### config.mk
export PLATFORM = sky130hd
export DESIGN_NAME = mult_req_arbiter
export DESIGN_NICKNAME = d
export VERILOG_FILES = /design/src/rtl/mult_req_arbiter_pkg.sv /design/src/rtl/mult_req_arbiter_multi4x4.sv /design/src/rtl/mult_req_arbiter.sv
export SDC_FILE = /design/constraint.sdc
export NUM_CORES = 1
export LEC_CHECK = 0
export CORE_MARGIN = 2
export CORE_UTILIZATION = 29
export CTS_BUF_LIST = sky130_fd_sc_hd__clkbuf_4
export DETAILED_ROUTE_END_ITERATION = 7
export PLACE_DENSITY_LB_ADDON = 0.3
export SYNTH_ARGS = -nofsm -noshare
export SYNTH_HDL_FRONTEND = slang
export SYNTH_SLANG_ARGS = --single-unit
### constraint.sdc
create_clock -name clk -period 7.5 [get_ports clk]
set_input_delay 1.125 -clock clk [delete_from_list [all_inputs] [get_ports clk]]
set_output_delay 1.125 -clock clk [all_outputs]
set_load 0.01 [all_outputs]
### src/rtl/mult_req_arbiter_pkg.sv
// Shared constants for the two-requester shift-add multiplier.
// State encodings, display codes and partial-product shift amounts.
package mult_req_arbiter_pkg;

    typedef enum logic [2:0] {
        S_IDLE = 3'd0,
        S_LSB  = 3'd1,
        S_MID1 = 3'd2,
        S_MID2 = 3'd3,
        S_MSB  = 3'd4,
        S_DONE = 3'd5
    } state_t;

    localparam logic [2:0] DISP_IDLE = 3'b000;
    localparam logic [2:0] DISP_LSB  = 3'b001;
    localparam logic [2:0] DISP_MID  = 3'b010;
    localparam logic [2:0] DISP_MSB  = 3'b011;
    localparam logic [2:0] DISP_DONE = 3'b100;

    localparam logic [3:0] SH_LSB = 4'd0;
    localparam logic [3:0] SH_MID = 4'd4;
    localparam logic [3:0] SH_MSB = 4'd8;

    function automatic logic [2:0] disp_code(input state_t s);
        case (s)
            S_IDLE:  disp_code = DISP_IDLE;
            S_LSB:   disp_code = DISP_LSB;
            S_MID1:  disp_code = DISP_MID;
            S_MID2:  disp_code = DISP_MID;
            S_MSB:   disp_code = DISP_MSB;
            S_DONE:  disp_code = DISP_DONE;
            default: disp_code = DISP_IDLE;
        endcase
    endfunction

endpackage

### src/rtl/mult_req_arbiter_multi4x4.sv
// Combinational 4x4 unsigned multiplier producing one partial product.
module multi4x4 (
    input  logic [3:0] a,
    input  logic [3:0] b,
    output logic [7:0] product
);

    assign product = {4'd0, a} * {4'd0, b};

endmodule

### src/rtl/mult_req_arbiter.sv
// Round-robin arbiter in front of a 4-cycle nibble shift-add 8x8 multiplier.
import mult_req_arbiter_pkg::*;

module mult_req_arbiter (
    input  logic        clk,
    input  logic        reset_a,
    input  logic        req0,
    input  logic        req1,
    input  logic [7:0]  a0,
    input  logic [7:0]  b0,
    input  logic [7:0]  a1,
    input  logic [7:0]  b1,
    output logic        gnt0,
    output logic        gnt1,
    output logic        done0,
    output logic        done1,
    output logic [15:0] result,
    output logic        busy,
    output logic [2:0]  state_out
);

    state_t      state;
    state_t      state_nx;
    logic [7:0]  a_q;
    logic [7:0]  b_q;
    logic        id_q;
    logic        last_q;
    logic [15:0] acc;
    logic [15:0] addend;
    logic [3:0]  nib_a;
    logic [3:0]  nib_b;
    logic [3:0]  sh;
    logic [7:0]  pp;
    logic        acc_en;
    logic        pick0;
    logic        pick1;

    // last_q high means requester 1 was served last, so requester 0 wins a tie
    always_comb begin
        pick0 = req0 && (!req1 || last_q);
        pick1 = req1 && !pick0;
    end

    always_comb begin
        state_nx = state;
        gnt0     = 1'b0;
        gnt1     = 1'b0;
        done0    = 1'b0;
        done1    = 1'b0;
        acc_en   = 1'b0;
        nib_a    = a_q[3:0];
        nib_b    = b_q[3:0];
        sh       = SH_LSB;
        case (state)
            S_IDLE: begin
                if (reset_a && (pick0 || pick1)) begin
                    gnt0     = pick0;
                    gnt1     = pick1;
                    state_nx = S_LSB;
                end
            end
            S_LSB: begin
                acc_en   = 1'b1;
                state_nx = S_MID1;
            end
            S_MID1: begin
                acc_en   = 1'b1;
                nib_a    = a_q[7:4];
                sh       = SH_MID;
                state_nx = S_MID2;
            end
            S_MID2: begin
                acc_en   = 1'b1;
                nib_b    = b_q[7:4];
                sh       = SH_MID;
                state_nx = S_MSB;
            end
            S_MSB: begin
                acc_en   = 1'b1;
                nib_a    = a_q[7:4];
                nib_b    = b_q[7:4];
                sh       = SH_MSB;
                state_nx = S_DONE;
            end
            S_DONE: begin
                done0    = !id_q;
                done1    = id_q;
                state_nx = S_IDLE;
            end
            default: state_nx = S_IDLE;
        endcase
    end

    multi4x4 u_pp (
        .a       (nib_a),
        .b       (nib_b),
        .product (pp)
    );

    assign addend = {8'd0, pp} << sh;

    always_ff @(posedge clk) begin
        if (!reset_a) begin
            state  <= S_IDLE;
            acc    <= 16'd0;
            a_q    <= 8'd0;
            b_q    <= 8'd0;
            id_q   <= 1'b0;
            last_q <= 1'b1;
        end else begin
            state <= state_nx;
            if (gnt0 || gnt1) begin
                a_q    <= gnt1 ? a1 : a0;
                b_q    <= gnt1 ? b1 : b0;
                id_q   <= gnt1;
                last_q <= gnt1;
                acc    <= 16'd0;
            end else if (acc_en) begin
                acc <= acc + addend;
            end
        end
    end

    // The accumulator only changes after a grant, so it doubles as the held result
    assign result    = acc;
    assign busy      = (state != S_IDLE);
    assign state_out = disp_code(state);

endmodule

==> impl_results.md <==
- Status: completed
- Vias per cell: 5.09
- Yosys top cell area share: 0.258
- Final count of hold timing violations: 0
- Syn nets: 429
- First-pass GRT wire length: 12200 µm
- Worst setup EP type: register
- Max incr delay on CP: 0.57 ns
- Lkg Pwr: 1.54 nW
- Setup CP Type: register to register
- Setup WS post-layout: 1.39 ns
- Post-DP Area: 3560 µm²
- Fmax achieved: 164 MHz
- Drt pass-1 iters: 8
- Nets: 477
- Slowest cell on the critical path: a2111oi_0
- # rows: 36
- Detail Route Antenna Nets: 0
- Number of synthesized flops with an enable pin: 0
- HP Class: register to register
- Gr ovfl total: 0
- Hold-fix buffers at CTS: 0
- Ys flop type: dfxtp_1
- Residual DRC: 0
- Vias: 2763
- Place WS: 1.41 ns
- H-tree levels: 2
- Synthesized flop and latch total: 37
- CTS tree: done
- R2r worst-path depth: 22
- Cells after Synth: 361
- CTS Buffer Depth: 2
- Detailed Route WL: 7270 µm
- Setup TNS: 0 ns
- Vias in the first global route: 2663
- Setup Buffers After CTS: 0
- Root Buffer: clkbuf_4
- Starting Density: 0.297
- Fin util: 0.375
- Reg-to-Reg Start: state[1]$_SDFFE_PN0P_
- I/O Pins: 60
- Worst setup SP type: register
- Storage cell area: 741 µm²
- Die X: 104 µm
- Top cells by instance count after synthesis: 37 x dfxtp_1, 30 x nor2_1, 28 x nand2_1
- Total GRT Usage: 0.136
- Unrepaired setup endpoints after global routing: false
- Cell Pwr Density: 250 nW/µm²
- Fin area: 3630 µm²
- Critical Path Start: state[1]$_SDFFE_PN0P_
- Cell Area, Synth: 2880 µm²
- Die ar.: 10700 µm²
- Period Utilization, post-route: 0.814
- Detailed Route Iter0 Violations: 125
- Fin crit period: 6.11 ns
- Num Clock Sinks: 37
- Routability cong.: 0.874
- Share of layout cells above drive strength 1: 0.0439
- Synth async-reset ratio: 0
- # Max-Cap Violations: 0
- Total CTS buffers: 5
- Core Region: 9680 µm²
- Area of the multi-input gates: 1960 µm²
- Clock slew at reported path FFs: 0.14 ns
- Cell with the most instances after synthesis: dfxtp_1
- Worst-skew pair later-pin latency: 0.36 ns
- Worst endpoint required time: 7.76 ns
- Cells along the critical path: nor2b_1 > o21ba_2 > mux2i_1 > or2_2 > fa_1 > inv_1 > fa_1 > inv_1 > fa_1 > inv_1 > a21o_1 > a21oi_1 > xnor2_1 > nand2_1 > a21oi_1 > ha_1 > nand2_1 > nor3_1 > o21ai_0 > a2111oi_0 > or3_1 > nand3_1
- Wire per inst: 13.4 µm
- Antenna violations before repair: 0
- Setup violators final: 0
- Top cells by area, synth: dfxtp_1 26%, ha_1 12%, a21oi_1 4.7%
- Fin Clk Skew: 0.0115 ns
- Avg Synthesized Cell Area: 7.96 µm²
- Maximum vdd drop: 107 µV
- Largest net degree at the start of global routing: 25
- Post-CTS Resized: 0
- # diodes: 0
- Worst Setup EP: result[13]$_SDFFE_PP0P_
- Worst Path Arrival: 6.36 ns
- Max Slew Vio Count: 0
- Synth warn: 0
- Synth area leader: dfxtp_1
- Critical path peak fanout: 10
- Port buffer count: 59
- Register area share after synthesis: 0.258
- Reg2reg end: result[13]$_SDFFE_PP0P_
- Netlist cell types: 47
- DP HPWL: 5700 µm
- Slew margin rel.: 0.373
- Least-Margin Pin Slew: 0.941 ns
- Syn-to-layout area delta: 26.2%
- Die Span Y: 104 µm
- Filler cell count: 1008
- Reg2Reg Setup Slack: 1.39 ns
[per-stage QoR]
stage | power, mW | hold slack (ns) | std cells
6_report | 0.907 | 0.485 | 543
5_1_grt | 0.984 | 0.510 | 543
4_1_cts | 0.915 | 0.488 | 543
3_5_place_dp | 0.790 | 0.454 | 535
3_3_place_gp | 0.787 | 0.466 | 535
2_1_floorplan | 0.635 | 0.433 | 361
[report_power, final]
group	switching (mW)	total, mW	internal (mW)
registers	0.0481	0.296	0.248
clock network	0.0803	0.119	0.0389
logic	0.287	0.492	0.206
[worst min path at each step]
stage                                       from                     end  slack [ns]  cells past startpoint
after floorplan              a_q[0]$_SDFFE_PN0P_     a_q[0]$_SDFFE_PN0P_        0.43                      2
after global placement       b_q[1]$_SDFFE_PN0P_     b_q[1]$_SDFFE_PN0P_        0.47                      2
after detailed placement     b_q[1]$_SDFFE_PN0P_     b_q[1]$_SDFFE_PN0P_        0.45                      2
after CTS                 result[3]$_SDFFE_PP0P_  result[3]$_SDFFE_PP0P_        0.49                      2
after global routing      result[7]$_SDFFE_PP0P_  result[7]$_SDFFE_PP0P_        0.51                      2
final                     result[3]$_SDFFE_PP0P_  result[3]$_SDFFE_PP0P_        0.49                      2
[routing by layer]
metal,wire (µm),global-route usage,up-vias
met5,0,0,-
met2,3220,0.232,84
met1,3510,0.165,1263
met4,149,0.0405,0
met3,383,0.0396,15
li1,-,-,1401
[cells in the final DEF, fill, tap and decap left out, types with 5 or more instances in the layout]
cell type	Yosys	routed
o21ai_0	21	21
dfxtp_1	37	37
and3_1	5	5
nor3_1	8	8
a21oi_1	27	27
a222oi_1	12	12
nor2_1	30	30
fa_1	5	5
nand3_1	18	18
inv_1	23	23
o21a_1	5	5
and2_1	6	6
clkbuf_4	0	5
mux2i_1	13	13
clkdlybuf4s50_1	0	59
xnor2_1	10	10
a211oi_1	7	7
nor2b_1	7	7
a21o_1	7	7
nand2_1	28	28
ha_1	27	27
[kinds of logic (layout without fill, tap and decap cells)]
logic type	Yosys count	count (layout)	synth area share
AO/OA/AOI/OAI	94	94	0.218
buffers and inverters	44	93	0.0614
adder cells (fa/ha/maj)	32	32	0.152
AND/OR/NAND/NOR	127	127	0.223
XOR/XNOR	14	14	0.0426
multiplexers	13	13	0.0453
flip-flops	37	37	0.258
[state kept, by name, indices dropped and copies added, names as in the netlist]
name    count
result     16
a_q         8
b_q         8
last_q      1
id_q        1
state       3
[critical path, delay by kind of cell, from the launching register on]
| family | cells | cell delay, ns |
|---|---|---|
| flops | 1 | 0.52 |
| simple gates | 7 | 1.62 |
| mux | 1 | 0.21 |
| xor+xnor | 1 | 0.23 |
| compound gates | 6 | 1.48 |
| buf+inv | 3 | 0.19 |
| fa+ha+maj | 4 | 1.73 |
[area by class of cell]
cell class / instances / share of cell area
timing repair buffer: 62 / 0.169
clock inverter: 3 / 0.00690
sequential: 37 / 0.204
clock buffer: 5 / 0.0103
tap: 133 / 0.0459
multi-input combinational: 280 / 0.540
inverter: 23 / 0.0238
Power figures use the tool's default switching activity.
==> RTL change 1: new RTL, same flow settings <==
The 6 states of `state_t` get a one-hot encoding in 6 bits.
--- a/src/rtl/mult_req_arbiter_pkg.sv
+++ b/src/rtl/mult_req_arbiter_pkg.sv
@@ -2,13 +2,13 @@
 // State encodings, display codes and partial-product shift amounts.
 package mult_req_arbiter_pkg;
 
-    typedef enum logic [2:0] {
-        S_IDLE = 3'd0,
-        S_LSB  = 3'd1,
-        S_MID1 = 3'd2,
-        S_MID2 = 3'd3,
-        S_MSB  = 3'd4,
-        S_DONE = 3'd5
+    typedef enum logic [5:0] {
+        S_IDLE = 6'b000001,
+        S_LSB  = 6'b000010,
+        S_MID1 = 6'b000100,
+        S_MID2 = 6'b001000,
+        S_MSB  = 6'b010000,
+        S_DONE = 6'b100000
     } state_t;
 
     localparam logic [2:0] DISP_IDLE = 3'b000;
Function: no difference found for any inputs over 4 cycles, from zero or initial values and one cycle with reset_a low; so few cycles prove little.
==> RTL change 1 against the original RTL <==
- sequential cell count up 3
- fmax up 2.3%
- area after synthesis up 5.2%
- count of clock-buffer cells in the layout unchanged
- design area up 5.2%
- sequential share of layout area up 0.56 points
- wire length up 1.3%
- critical path depth up 1
- global-route usage up 0.24 points
- clock skew up 12 ps
- setup slack better by 130 ps
- die area up 5.0%
- critical path type unchanged
Power is not compared: it rests on default switching activity, and its combinational part moved more than twofold at a synthesized area within 25%.
==> RTL change 1: results <==
export IMPL_r2r_start="state[0]"
export IMPL_place_hpwl_um=5910
export IMPL_seq_area_frac_synth_pct=26.5
export IMPL_cp_slowest_stage_delay_ps=550
export IMPL_grtUsageTotal_pct=13.8
export IMPL_synth_commonest_cells="51 x nor2_1, 40 x dfxtp_1, 27 x ha_1, 27 x mux2i_1, 26 x a21oi_1"
export IMPL_syn_num_nets=452
export IMPL_hold_start="a_q[3]"
export IMPL_synth_cell_type_count=51
export IMPL_multi_input_area_share_pct=54.1
export IMPL_drive_gt1_share_pct=4.12
export IMPL_critPathTopFamily="adder cells"
export IMPL_rr_worst_depth=23
export IMPL_num_multi_input_gates=304
export IMPL_grt_pass1_wl_um=12800
export IMPL_grt_max_degree=30
export IMPL_yosys_top_cells_area="dfxtp_1 26%, ha_1 11%, mux2i_1 8.9%"
export IMPL_tightest_slew_ps=798
export IMPL_largest_register_ffs=16
export IMPL_status="completed"
export IMPL_buffers=61
export IMPL_cp_slowest_cell="fa_1"
export IMPL_cts_resized=0
export IMPL_inv_count=24
export IMPL_htree_levels=2
export IMPL_ys_warn_count=0
export IMPL_skew_ps=23.1
export IMPL_wl_per_cell_um=12.8
export IMPL_nNetsFinal=504
export IMPL_drt_first_pass_iters=4
export IMPL_layout_nonclk_buf_share_pct=15.9
export IMPL_worstPathMaxFanout=7
export IMPL_grt_pass1_vias=2778
export IMPL_ff_latch_area_um2=801
export IMPL_fillers=1085
export IMPL_hp_class="flip-flop to flip-flop"
export IMPL_clkCellAreaFrac_pct=2.20
export IMPL_place_gp_congestion=0.876
export IMPL_drtIter0Drc=100
export IMPL_cts_sinks=40
export IMPL_r2r_slack_ps=1530
export IMPL_clk_insertion_delay_late_ps=370
export IMPL_critPathArrivalTime_ps=6290
export IMPL_vias_per_cell=4.96
export IMPL_setup_worst_path_end="result[15]"
RTL change 1: cell count changes in the layout (fill, tap and decap cells not counted), sizes merged, moves of 4 or more:
cell / delta
and3: -4
and2: -4
o21ai: +10
mux2i: +14
a222oi: -12
a22oi: +4
nor2: +21
RTL change 1: how the worst min path moves through the flow:
stage,endpoint
6_report,a_q[3]
5_1_grt,b_q[2]
4_1_cts,a_q[3]
3_5_place_dp,b_q[1]
3_3_place_gp,b_q[0]
2_1_floorplan,b_q[0]
RTL change 1: cells by family (layout without fill, tap and decap cells):
kind of cell,count (synthesis),after routing,share of synthesized area [%]
DFF,40,40,26.5
AOI/OAI and AO/OA,91,91,18.4
and+or+nand+nor,138,138,21.6
adders and majority gates,32,32,14.5
xor gates and xnor gates,15,15,4.34
muxes,28,28,9.31
buffers and inverters,40,93,5.38
RTL change 1: layer usage:
metal / GRT usage (%) / up-vias / routed length [um]
met4: 3.57 / 0 / 83
met2: 23.3 / 85 / 3330
li1: - / 1469 / -
met1: 17.6 / 1278 / 3500
met3: 3.31 / 10 / 447
met5: 0 / - / 0
RTL change 1: metrics by stage:
| step | instances | total power [mW] | hold slack, ps | setup WS, ps | cell area, um^2 |
|---|---|---|---|---|---|
| 5_1_grt | 573 | 0.551 | 501 | 1130 | 3820 |
| 4_1_cts | 573 | 0.527 | 477 | 1560 | 3820 |
| 3_3_place_gp | 565 | 0.370 | 444 | 1710 | 3730 |
| 6_report | 573 | 0.519 | 470 | 1530 | 3820 |
| 2_1_floorplan | 384 | 0.323 | 425 | 1950 | 3020 |
| 3_5_place_dp | 565 | 0.373 | 446 | 1570 | 3730 |
RTL change 1: tightest hold or removal path: cells and delay by family (launching register included):
family	cells	cell delay, ps
flops	1	330
simple gates	1	60
compound gates	1	50
==> RTL change 2: new RTL, same settings <==
Made on the original files. Make the reset (`reset_a`) asynchronous in one clocked block.
--- a/src/rtl/mult_req_arbiter.sv
+++ b/src/rtl/mult_req_arbiter.sv
@@ -99,7 +99,7 @@
 
     assign addend = {8'd0, pp} << sh;
 
-    always_ff @(posedge clk) begin
+    always_ff @(posedge clk or negedge reset_a) begin
         if (!reset_a) begin
             state  <= S_IDLE;
             acc    <= 16'd0;
Behaviour: differs if reset_a is asserted again (counterexample within 4 cycles, from zero or initial values and one cycle with reset_a low); with reset_a held inactive, the same outputs for 4 cycles.
==> RTL change 2 against the original RTL <==
- wire length up 6.7%
- worst hold slack better by 14 ps
- setup slack worse by 260 ps
- area after synthesis up 5.0%
- die area up 4.9%
- design area up 5.6%
- core utilization about the same
- sequential cell count unchanged
- critical path type unchanged
- critical endpoint is now result[15]
Power is not compared: it rests on default switching activity, and its combinational part moved more than twofold at a synthesized area within 25%.
==> RTL change 2: results <==
export IMPL_synth_ff_type="dfrtp_1"
export IMPL_worstPathMaxFanout=17
export IMPL_cts_buffer_depth=2
export IMPL_wl_per_cell_um=13.9
export IMPL_grt_pass1_wl_um=13100
export IMPL_vias=2846
export IMPL_grt_max_degree=50
export IMPL_rr_worst_depth=21
export IMPL_worst_setup_path_type="flip-flop to flip-flop"
export IMPL_nNetsFinal=490
export IMPL_place_hpwl_um=5980
export IMPL_fillers=1054
export IMPL_critPathArrivalTime_ps=6660
export IMPL_seq_area_frac_synth_pct=30.7
export IMPL_setup_worst_path_end="result[15]"
export IMPL_p_leak_nw=1.67
export IMPL_status="completed"
export IMPL_synth_commonest_cells="40 x nand2_1, 36 x dfrtp_1, 36 x o21ai_0"
export IMPL_drtIter0Drc=152
export IMPL_yosys_top_cells_area="dfrtp_1 30%, ha_1 11%, o21ai_0 6.0%"
export IMPL_async_flop_share_pct=100
export IMPL_ir_drop_mv=0.139
export IMPL_place_gp_congestion=0.865
export IMPL_clk_insertion_delay_late_ps=370
export IMPL_syn_avg_cell_area_um2=8.23
export IMPL_cp_slowest_stage_delay_ps=640
export IMPL_drive_gt1_share_pct=4.26
export IMPL_grtUsageTotal_pct=14.2
export IMPL_cts_root_buf="clkbuf_4"
export IMPL_syn_num_nets=435
export IMPL_r2r_slack_ps=1130
export IMPL_cp_slowest_cell="dfrtp_1"
export IMPL_synth_cell_type_count=48
export IMPL_antenna_found_initial=0
export IMPL_tightest_slew_ps=537
export IMPL_skew_ps=24.8
export IMPL_largest_register_ffs=16
export IMPL_r2r_start="state[2]"
export IMPL_drt_first_pass_iters=4
export IMPL_finalNonFillerCells=559
export IMPL_dp_cells=551
export IMPL_numCtsBuffers=5
export IMPL_place_area_um2=3750
RTL change 2: layout make-up:
cell class | count | area share [%]
multi-input combinational | 300 | 51.6
inverter | 15 | 1.47
clock inverter | 3 | 1.21
clock buffer | 5 | 0.980
sequential | 37 | 24.2
tap | 136 | 4.44
timing repair buffer | 63 | 16.1
RTL change 2: cells by family after synthesis:
family | synth area share [%]
mux | 3.31
flops | 30.7
buf+inv | 3.81
xor+xnor | 4.35
simple gates | 22.0
compound gates | 21.4
fa+ha+maj | 14.5
RTL change 2: metrics by stage:
stage | util (%) | power, mW | setup WS (ps)
after floorplan | - | 1.29 | 2110
after global placement | 36.6 | 1.63 | 1540
after detailed placement | 36.6 | 1.65 | 1230
after CTS | 37.4 | 1.81 | 1150
after global routing | 37.4 | 1.99 | 695
final | 37.4 | 1.80 | 1130
RTL change 2: worst min path at each step:
stage | start | end | slack (ps) | depth (start not counted)
6_report | a_q[2] | a_q[2] | 500 | 2
3_3_place_gp | b_q[5] | b_q[5] | 470 | 2
4_1_cts | a_q[4] | a_q[4] | 500 | 2
3_5_place_dp | a_q[4] | a_q[4] | 470 | 2
5_1_grt | a_q[4] | a_q[4] | 530 | 2
2_1_floorplan | a_q[7] | a_q[7] | 450 | 2
RTL change 2: power groups by stage:
stage	clock network, mW	registers [mW]	logic (mW)
2_1_floorplan	0	0.372	0.914
3_3_place_gp	0	0.389	1.24
3_5_place_dp	0	0.391	1.26
4_1_cts	0.156	0.386	1.27
5_1_grt	0.166	0.401	1.43
6_report	0.153	0.385	1.26
RTL change 2: per-layer routing:
metal,global-route usage (%),part of all wire [%],vias to the layer above
li1,-,-,1439
met1,19.0,48,1327
met2,23.5,46,72
met3,2.45,4.5,8
met4,4.14,1.1,0
met5,0,0,-
